File: src/rtl/col_wr_demux_if.sv
// Request/column bus bundle for col_wr_demux.
// master: column controller side (drives the request, observes the column outputs).
// slave : col_wr_demux itself.
// Signals: addr_i/data_i/valid_i request, ready_o acceptance, col_data_o shared
// data bus, col_we_o per-element write enables, done_o/err_o completion pulses.
// With COL_WR_DEMUX_BCAST_EN defined, bcast_i (write every element) is added.
interface col_wr_demux_if #(
  parameter int unsigned ELEM_WIDTH = 1,
  parameter int unsigned NUM_ELEM   = 1024
);
  localparam int unsigned ADDR_W = (NUM_ELEM > 1) ? $clog2(NUM_ELEM) : 1;

  logic [ADDR_W-1:0]     addr_i;
  logic [ELEM_WIDTH-1:0] data_i;
  logic                  valid_i;
  logic                  ready_o;
  logic [ELEM_WIDTH-1:0] col_data_o;
  logic [NUM_ELEM-1:0]   col_we_o;
  logic                  done_o;
  logic                  err_o;
`ifdef COL_WR_DEMUX_BCAST_EN
  logic                  bcast_i;

  modport master (
    output addr_i, data_i, valid_i, bcast_i,
    input  ready_o, col_data_o, col_we_o, done_o, err_o
  );

  modport slave (
    input  addr_i, data_i, valid_i, bcast_i,
    output ready_o, col_data_o, col_we_o, done_o, err_o
  );
`else
  modport master (
    output addr_i, data_i, valid_i,
    input  ready_o, col_data_o, col_we_o, done_o, err_o
  );

  modport slave (
    input  addr_i, data_i, valid_i,
    output ready_o, col_data_o, col_we_o, done_o, err_o
  );
`endif
endinterface

File: src/rtl/col_wr_demux.sv
// col_wr_demux: 1-to-NUM_ELEM write decoder/driver for one memory column.
// A request (addr, data) is accepted over valid/ready; the data is placed on the
// shared column bus, then a timed one-hot write enable is sequenced to the
// addressed element: SETUP_CYCLES of setup, PULSE_CYCLES of pulse, one HOLD cycle
// with done_o (and err_o if the address is beyond the column).
// Ports: clk_i clock, arst_i async active-high reset, bus (col_wr_demux_if.slave).
// Optional: COL_WR_DEMUX_BCAST_EN adds bcast_i, which enables every element.
// All outputs are registered.
module col_wr_demux #(
  parameter int unsigned ELEM_WIDTH   = 1,
  parameter int unsigned NUM_ELEM     = 1024,
  parameter int unsigned SETUP_CYCLES = 1,
  parameter int unsigned PULSE_CYCLES = 2
) (
  input  logic          clk_i,
  input  logic          arst_i,
  col_wr_demux_if.slave bus
);

  localparam int unsigned ADDR_W = (NUM_ELEM > 1) ? $clog2(NUM_ELEM) : 1;
  localparam int unsigned MAX_CYC = (SETUP_CYCLES > PULSE_CYCLES) ? SETUP_CYCLES : PULSE_CYCLES;
  localparam int unsigned CNT_W  = (MAX_CYC > 0) ? $clog2(MAX_CYC + 1) : 1;
  localparam logic [CNT_W-1:0] SETUP_LOAD = CNT_W'(SETUP_CYCLES - 1);
  localparam logic [CNT_W-1:0] PULSE_LOAD = CNT_W'(PULSE_CYCLES - 1);

  typedef enum logic [1:0] {
    IDLE  = 2'd0,
    SETUP = 2'd1,
    PULSE = 2'd2,
    HOLD  = 2'd3
  } state_t;

  state_t                state_q, state_d;
  logic [CNT_W-1:0]      cnt_q, cnt_d;
  logic [ADDR_W-1:0]     addr_q, addr_d;
  logic [ELEM_WIDTH-1:0] data_q, data_d;
  logic                  ready_q, ready_d;
  logic [NUM_ELEM-1:0]   we_q, we_d;
  logic                  done_q, done_d;
  logic                  err_q, err_d;
  logic                  addr_bad_c;
  logic                  all_en_c;

  // Out-of-range detection only exists when the address space exceeds the column
  generate
    if (NUM_ELEM == (1 << ADDR_W)) begin : g_full_range
      assign addr_bad_c = 1'b0;
    end else begin : g_part_range
      assign addr_bad_c = (addr_q >= ADDR_W'(NUM_ELEM));
    end
  endgenerate

`ifdef COL_WR_DEMUX_BCAST_EN
  logic bcast_q, bcast_d;

  // Broadcast latched with the request
  always_ff @(posedge clk_i or posedge arst_i) begin
    if (arst_i) begin
      bcast_q <= 1'b0;
    end else begin
      bcast_q <= bcast_d;
    end
  end

  always_comb begin
    bcast_d = bcast_q;
    if (state_q == IDLE && bus.valid_i && ready_q) begin
      bcast_d = bus.bcast_i;
    end
  end

  assign all_en_c = bcast_q;
`else
  assign all_en_c = 1'b0;
`endif

  // State, counter, latched request and registered outputs
  always_ff @(posedge clk_i or posedge arst_i) begin
    if (arst_i) begin
      state_q <= IDLE;
      cnt_q   <= '0;
      addr_q  <= '0;
      data_q  <= '0;
      ready_q <= 1'b1;
      we_q    <= '0;
      done_q  <= 1'b0;
      err_q   <= 1'b0;
    end else begin
      state_q <= state_d;
      cnt_q   <= cnt_d;
      addr_q  <= addr_d;
      data_q  <= data_d;
      ready_q <= ready_d;
      we_q    <= we_d;
      done_q  <= done_d;
      err_q   <= err_d;
    end
  end

  // Next state; outputs are computed from the next state so they register in step
  always_comb begin
    state_d = state_q;
    cnt_d   = cnt_q;
    addr_d  = addr_q;
    data_d  = data_q;
    ready_d = 1'b0;
    we_d    = '0;
    done_d  = 1'b0;
    err_d   = 1'b0;

    case (state_q)
      IDLE: begin
        if (bus.valid_i && ready_q) begin
          addr_d  = bus.addr_i;
          data_d  = bus.data_i;
          cnt_d   = SETUP_LOAD;
          state_d = SETUP;
        end
      end
      SETUP: begin
        if (cnt_q == '0) begin
          cnt_d   = PULSE_LOAD;
          state_d = PULSE;
        end else begin
          cnt_d = cnt_q - CNT_W'(1);
        end
      end
      PULSE: begin
        if (cnt_q == '0) begin
          cnt_d   = '0;
          state_d = HOLD;
        end else begin
          cnt_d = cnt_q - CNT_W'(1);
        end
      end
      HOLD: begin
        cnt_d   = '0;
        state_d = IDLE;
      end
      default: begin
        cnt_d   = '0;
        state_d = IDLE;
      end
    endcase

    ready_d = (state_d == IDLE);

    // addr_q is stable from SETUP onwards, so it is safe to decode here
    if (state_d == PULSE) begin
      if (all_en_c) begin
        we_d = '1;
      end else if (!addr_bad_c) begin
        we_d[addr_q] = 1'b1;
      end
    end

    done_d = (state_d == HOLD);
    err_d  = (state_d == HOLD) && addr_bad_c && !all_en_c;
  end

  assign bus.ready_o    = ready_q;
  assign bus.col_data_o = data_q;
  assign bus.col_we_o   = we_q;
  assign bus.done_o     = done_q;
  assign bus.err_o      = err_q;

  // Enables only ever appear while pulsing
  a_we_only_in_pulse: assert property (@(posedge clk_i) disable iff (arst_i)
    (|we_q) |-> (state_q == PULSE));

  // At most one element enabled unless broadcasting
  a_we_onehot0: assert property (@(posedge clk_i) disable iff (arst_i)
    all_en_c || $onehot0(we_q));

endmodule

File: src/flat_wrapper.sv
// flat-port wrapper written by rule: the top's interface ports become plain ports
module col_wr_demux_flat 
#(
  parameter int unsigned ELEM_WIDTH   = 1,
  parameter int unsigned NUM_ELEM     = 1024,
  parameter int unsigned SETUP_CYCLES = 1,
  parameter int unsigned PULSE_CYCLES = 2
)
  (clk_i, arst_i, bus_addr_i, bus_data_i, bus_valid_i, bus_ready_o, bus_col_data_o, bus_col_we_o, bus_done_o, bus_err_o);
  col_wr_demux_if #(.ELEM_WIDTH(ELEM_WIDTH), .NUM_ELEM(NUM_ELEM)) bus_i ();
  input  logic clk_i;
  input  logic arst_i;
  input wire logic [$bits(bus_i.addr_i)-1:0] bus_addr_i;
  input wire logic [$bits(bus_i.data_i)-1:0] bus_data_i;
  input wire logic [$bits(bus_i.valid_i)-1:0] bus_valid_i;
  output wire logic [$bits(bus_i.ready_o)-1:0] bus_ready_o;
  output wire logic [$bits(bus_i.col_data_o)-1:0] bus_col_data_o;
  output wire logic [$bits(bus_i.col_we_o)-1:0] bus_col_we_o;
  output wire logic [$bits(bus_i.done_o)-1:0] bus_done_o;
  output wire logic [$bits(bus_i.err_o)-1:0] bus_err_o;
  assign bus_i.addr_i = bus_addr_i;
  assign bus_i.data_i = bus_data_i;
  assign bus_i.valid_i = bus_valid_i;
  assign bus_ready_o = bus_i.ready_o;
  assign bus_col_data_o = bus_i.col_data_o;
  assign bus_col_we_o = bus_i.col_we_o;
  assign bus_done_o = bus_i.done_o;
  assign bus_err_o = bus_i.err_o;
  col_wr_demux #(.ELEM_WIDTH(ELEM_WIDTH), .NUM_ELEM(NUM_ELEM), .SETUP_CYCLES(SETUP_CYCLES), .PULSE_CYCLES(PULSE_CYCLES)) u_core (.clk_i(clk_i), .arst_i(arst_i), .bus(bus_i));
endmodule
File: config.mk
export PLATFORM = sky130hd
export DESIGN_NAME = col_wr_demux_flat
export DESIGN_NICKNAME = d
export VERILOG_FILES = /design/src/rtl/col_wr_demux_if.sv /design/src/rtl/col_wr_demux.sv /design/src/flat_wrapper.sv
export SDC_FILE = /design/constraint.sdc
export NUM_CORES = 2
export LEC_CHECK = 0
export BUFFER_PORTS_ARGS = -buffer_cell sky130_fd_sc_hd__clkbuf_2
export CAP_MARGIN = 25
export CORE_AREA = 2 2 402 404
export CTS_CLUSTER_SIZE = 16
export DETAILED_ROUTE_END_ITERATION = 8
export DIE_AREA = 0 0 404 406
export PLACE_DENSITY_LB_ADDON = 0.25
export SKIP_CTS_REPAIR_TIMING = 1
export SYNTH_ARGS = -nofsm -noshare
export SYNTH_HDL_FRONTEND = slang
export SYNTH_SLANG_ARGS = --single-unit
File: constraint.sdc
create_clock -name clk_i -period 33.5 [get_ports clk_i]
set_clock_uncertainty 0.15 [all_clocks]
set_input_delay 1.675 -clock clk_i [delete_from_list [all_inputs] [get_ports clk_i]]
set_output_delay 1.675 -clock clk_i [all_outputs]
set_load 0.05 [all_outputs]
* Word-level counts from Yosys, hierarchy flattened
Cells that the tools add are included.
Word-level totals: word-level logic and storage cells 33, output and inout bits 1028, input bits 14, bits in registers 1041
Operators by class: eq/ne operators 6, add/subtract/negate cells 1, reduce and logical (&&, ||, !) cells 6, muxes and demuxes 11, magnitude comparators 2
Operators by type and width (number):
- two-way mux 1024 bit | 1
- one-hot mux 2 bit (4 select lines) | 2
- two-way mux 2 bit | 6
- less-than comparator 10 x 11 -> 1 bit, second input constant | 1
- demux 1 bit (select 10 bit) | 1
- >= comparator 10 x 1 -> 1 bit, second input constant | 1
- == test 2 bit, second input constant | 4
- zero test 2 bit | 3
- == test 2 x 1 -> 1 bit, second input constant | 1
- logical AND 1 bit | 2
- inequality test 2 x 1 -> 1 bit, second input constant | 1
- AND reduction 2 bit | 1
- subtractor 2 x 1 -> 2 bit, second input constant | 1
- two-way mux 1 bit | 1

* Logic depth before layout (Yosys ltp)
depth in word-level cells 5, depth in mapped cells 9, gate-level depth less buffers 5

* Least setup slack after synthesis
No wires, ideal clock.
path type in2reg, start point input port bus_valid_i, end point register u_core.we_q[886], in the netlist u_core.bus.col_we_o[886], cell stages on the path 6, library setup time 0.111 ns, arrival time 2.860 ns, setup slack 30.379 ns, data required time 33.239 ns, path buffers 3, cells stage by stage nand3_1 > o311ai_2 > buf_2 > buf_2 > buf_2 > a2111oi_2
On the way: longest elaborated chain between the ends 5
Ends and longest elaborated chain:
- start: declaration | line flat_wrapper.sv:15 | input wire logic [$bits(bus_i.valid_i)-1:0] bus_valid_i;
- logical AND 1 bit | line col_wr_demux.sv:113 | if (bus.valid_i && ready_q) begin
- two-way mux 2 bit | line col_wr_demux.sv:113
- one-hot mux 2 bit (4 select lines) | line col_wr_demux.sv:111 | case (state_q)
- == test 2 bit | line col_wr_demux.sv:149 | if (state_d == PULSE) begin
- two-way mux 1024 bit | line col_wr_demux.sv:149
- named net u_core.we_d[886] | line col_wr_demux.sv:38 | logic [NUM_ELEM-1:0] we_q, we_d;
- end signal: assignment | line col_wr_demux.sv:94 | we_q <= we_d;
- end: declaration | line col_wr_demux.sv:38
The timed path passes the listed nets, and every way through them passes these cells. A chain may end at the register's enable or synchronous reset.

* Worst setup path after layout
start point input port bus_valid_i, end point register u_core.we_q[940], in the netlist u_core.bus.col_we_o[940]
Same word-level chain as after synthesis.

==> impl_metrics.csv <==
group,metric,value,unit
finish,syn2layout_area_growth,25.9,%
floorplanning,die-area,0.164,mm2
critical_path,r2r-end,"u_core.bus.col_we_o[940]",
sta,fmax,162,MHz
critical_path,timing.rr.start,"u_core.state_q[0]",
critical_path,cp-end-kind,"flop",
finish,fin_cells,5820,
place,place_congestion,0.842,
logic_synthesis,ys_types,35,
hold_path,hold_depth,1,
hold_path,hold_end,"u_core.cnt_q[1]",
critical_path,path_max_fanout,250,
sta,setup_violations,0,
place,hpwl,116000,um
place,post-place-ws,26820,ps
floorplanning,row_count,147,
floorplanning,io_pins,1042,
sta,drv_slew,0,
finish,filler_cell_count,16148,
sta,min_period_over_period,0.184,
job,drv_cap,0,
logic_synthesis,syn-num-nets,2941,
finish,drive_above_1_share,0.394,
sta,layout_setup_ws,27340,ps
detailed_routing,drc_errors,0,
global_route,grt_start_max_net_pins,251,
global_route,grt_antenna_before_repair,15,
hold_path,min_from,"u_core.cnt_q[1]",
hold_path,min_path_type,"flop to flop",
detailed_routing,ant_nets,0,
place,port_buffers,1040,
sta,slew_headroom,0.202,
clocking,cts.sinks,1041,
floorplanning,start_util,0.250,
sta,rsz0062_at_grt,"false",
logic_synthesis,yosysSeqAreaShare,0.652,
floorplanning,die_w,404,um
clocking,path_clk_slew,60,ps
outcome,run_status,"completed",
logic_synthesis,synth_seq_cells,1041,
sta,fin_crit,6160,ps
critical_path,cp-start-kind,"input port",
logic_synthesis,synthArstFlopShare,1.00,
logic_synthesis,synth_area,0.0400,mm2
finish,nNetsFinal,3657,
global_route,grt_pass1_vias,31867,
global_route,grt_overflow,0,
critical_path,worstRegToRegCells,10,
clocking,ctsLongestPathBuffers,3,
sta,final.setup.tns,0,ps
clocking,clk_latency,730,ps
detailed_routing,vias_per_cell,5.53,
logic_synthesis,synth_most_common_cell,"dfrtp_1",
pwr,power_density,88.0,mW/mm2
pwr,totalPowerFinal,4.43,mW
critical_path,crit_type,"input port to flop",
pwr,irDropWorstVdd,0.136,mV
sta,fin_hold_ws,467,ps
detailed_routing,drt_iter0_drc,3131,
pwr,leakagePower,22.1,nW
place,dp_cells,5603,
detailed_routing,vias,32166,
logic_synthesis,synth_cells,2923,
logic_synthesis,synth-edff-count,0,
sta,worst_pin_slew,1200,ps
clocking,cts_tree,"built",
detailed_routing,wl_per_cell,31.2,um
finish,post-route-util,0.315,
global_route,grt_use_total,0.212,
floorplanning,die_h,406,um
place,post_dp_cell_area,0.0464,mm2
logic_synthesis,synth_commonest_cells,"dfrtp_1, a2111oi_0, clkbuf_1, nand3_1, buf_2",
clocking,ctsHtreeMaxLevel,3,
critical_path,arrival,6530,ps
logic_synthesis,syn_area_per_cell,13.7,um2
logic_synthesis,synth_area_leader_cell,"dfrtp_1",
logic_synthesis,synthTopCellsByArea,"dfrtp_1, a2111oi_0, a2111oi_2, clkbuf_1, nand3_1",
logic_synthesis,synth_flop_cell,"dfrtp_1",
logic_synthesis,yosysWarnings,0,
critical_path,crit_required,33860,ps
critical_path,reg2reg_slack,27500,ps
sta,hold_viol_final,0,
global_route,grt_pass1_wl,254000,um
clocking,cts_made_buffers,115,
detailed_routing,first_pass_iters,7,
logic_synthesis,synth_top_area_share,0.651,
floorplanning,coreArea,0.160,mm2
finish,stdcell_area,0.0503,mm2
clocking,cts_root_buffer,"clkbuf_16",
detailed_routing,wl,182000,um
state kept, by name, summed over array words and instances (netlist names):
register               flops
u_core.bus.col_we_o     1024
u_core.addr_q             10
u_core.cnt_q               2
u_core.state_q             2
u_core.bus.col_data_o      1
u_core.bus.done_o          1
u_core.bus.ready_o         1
layout make-up:
| type | count | area (um2) | share of cell area |
|---|---|---|---|
| tap | 2086 | 2610 | 0.0518 |
| inverter | 4 | 22.5 | 0.000447 |
| antenna | 8 | 20.0 | 0.000398 |
| timing repair buffer | 1137 | 6150 | 0.122 |
| sequential | 1041 | 26100 | 0.518 |
| clock inverter | 28 | 368 | 0.00731 |
| clock buffer | 176 | 3370 | 0.0669 |
| multi-input combinational | 1340 | 11800 | 0.233 |
worst max-delay path by stage:
stage	from	endpoint	slack, ps	cells after the start
floorplan	arst_i	u_core.addr_q[0]	2380	1
global placement	bus_valid_i	u_core.bus.col_we_o[177]	26900	9
detailed placement	bus_valid_i	u_core.bus.col_we_o[177]	26820	9
CTS	bus_valid_i	u_core.bus.col_we_o[177]	27640	9
global route	bus_valid_i	u_core.bus.col_we_o[931]	27140	9
finish	bus_valid_i	u_core.bus.col_we_o[940]	27340	9
cells in the final DEF, fill, tap and decap left out, types with 3 or more instances in the layout:
master / netlist / layout
a2111oi_2: 120 / 123
inv_1: 4 / 3
diode_2: 0 / 8
ha_1: 4 / 4
clkbuf_16: 0 / 115
buf_12: 0 / 10
clkbuf_2: 8 / 1040
nand3_1: 258 / 258
mux2_2: 12 / 12
bufinv_16: 0 / 3
clkinv_16: 0 / 5
nor3b_4: 0 / 6
and3b_1: 7 / 3
clkbuf_1: 356 / 35
clkbuf_8: 0 / 26
a2111oi_0: 853 / 849
a2111oi_1: 51 / 52
buf_16: 0 / 5
and3b_2: 0 / 3
clkinv_2: 0 / 15
dfrtp_1: 1040 / 1040
buf_4: 2 / 78
cells by family (layout without fill, tap and decap cells):
| group | count (synthesis) | count (layout) | share of synthesized area |
|---|---|---|---|
| other cells | 1 | 9 | 0.0000938 |
| mux | 12 | 12 | 0.00338 |
| fa+ha+maj | 4 | 4 | 0.00125 |
| buf+inv | 542 | 1345 | 0.0585 |
| compound gates | 1031 | 1031 | 0.246 |
| simple gates | 292 | 292 | 0.0388 |
| flops | 1041 | 1041 | 0.652 |
worst max-delay path, cell delays in order:
cell	delay [ps]
clkbuf_2	140
nand3_1	200
o2111ai_4	110
buf_4	640
buf_12	690
buf_4	860
buf_4	780
buf_4	780
a2111oi_0	190
routing by layer:
layer / global-route usage / vias to the layer above / wire length (um)
li1: - / 13380 / -
met1: 0.271 / 16948 / 73000
met2: 0.330 / 1521 / 84200
met3: 0.0679 / 315 / 16200
met4: 0.0921 / 2 / 8220
met5: 0 / - / 16
power by group:
| group | switching, mW | internal, mW | total [mW] | leakage [nW] |
|---|---|---|---|---|
| combinational | 1.67 | 0.208 | 1.87 | 5.80 |
| clock | 0.546 | 0.715 | 1.26 | 1.82 |
| sequential | 0.0200 | 1.27 | 1.29 | 14.5 |
| total | 2.23 | 2.20 | 4.43 | 22.1 |
Power figures use the tool's default switching activity.
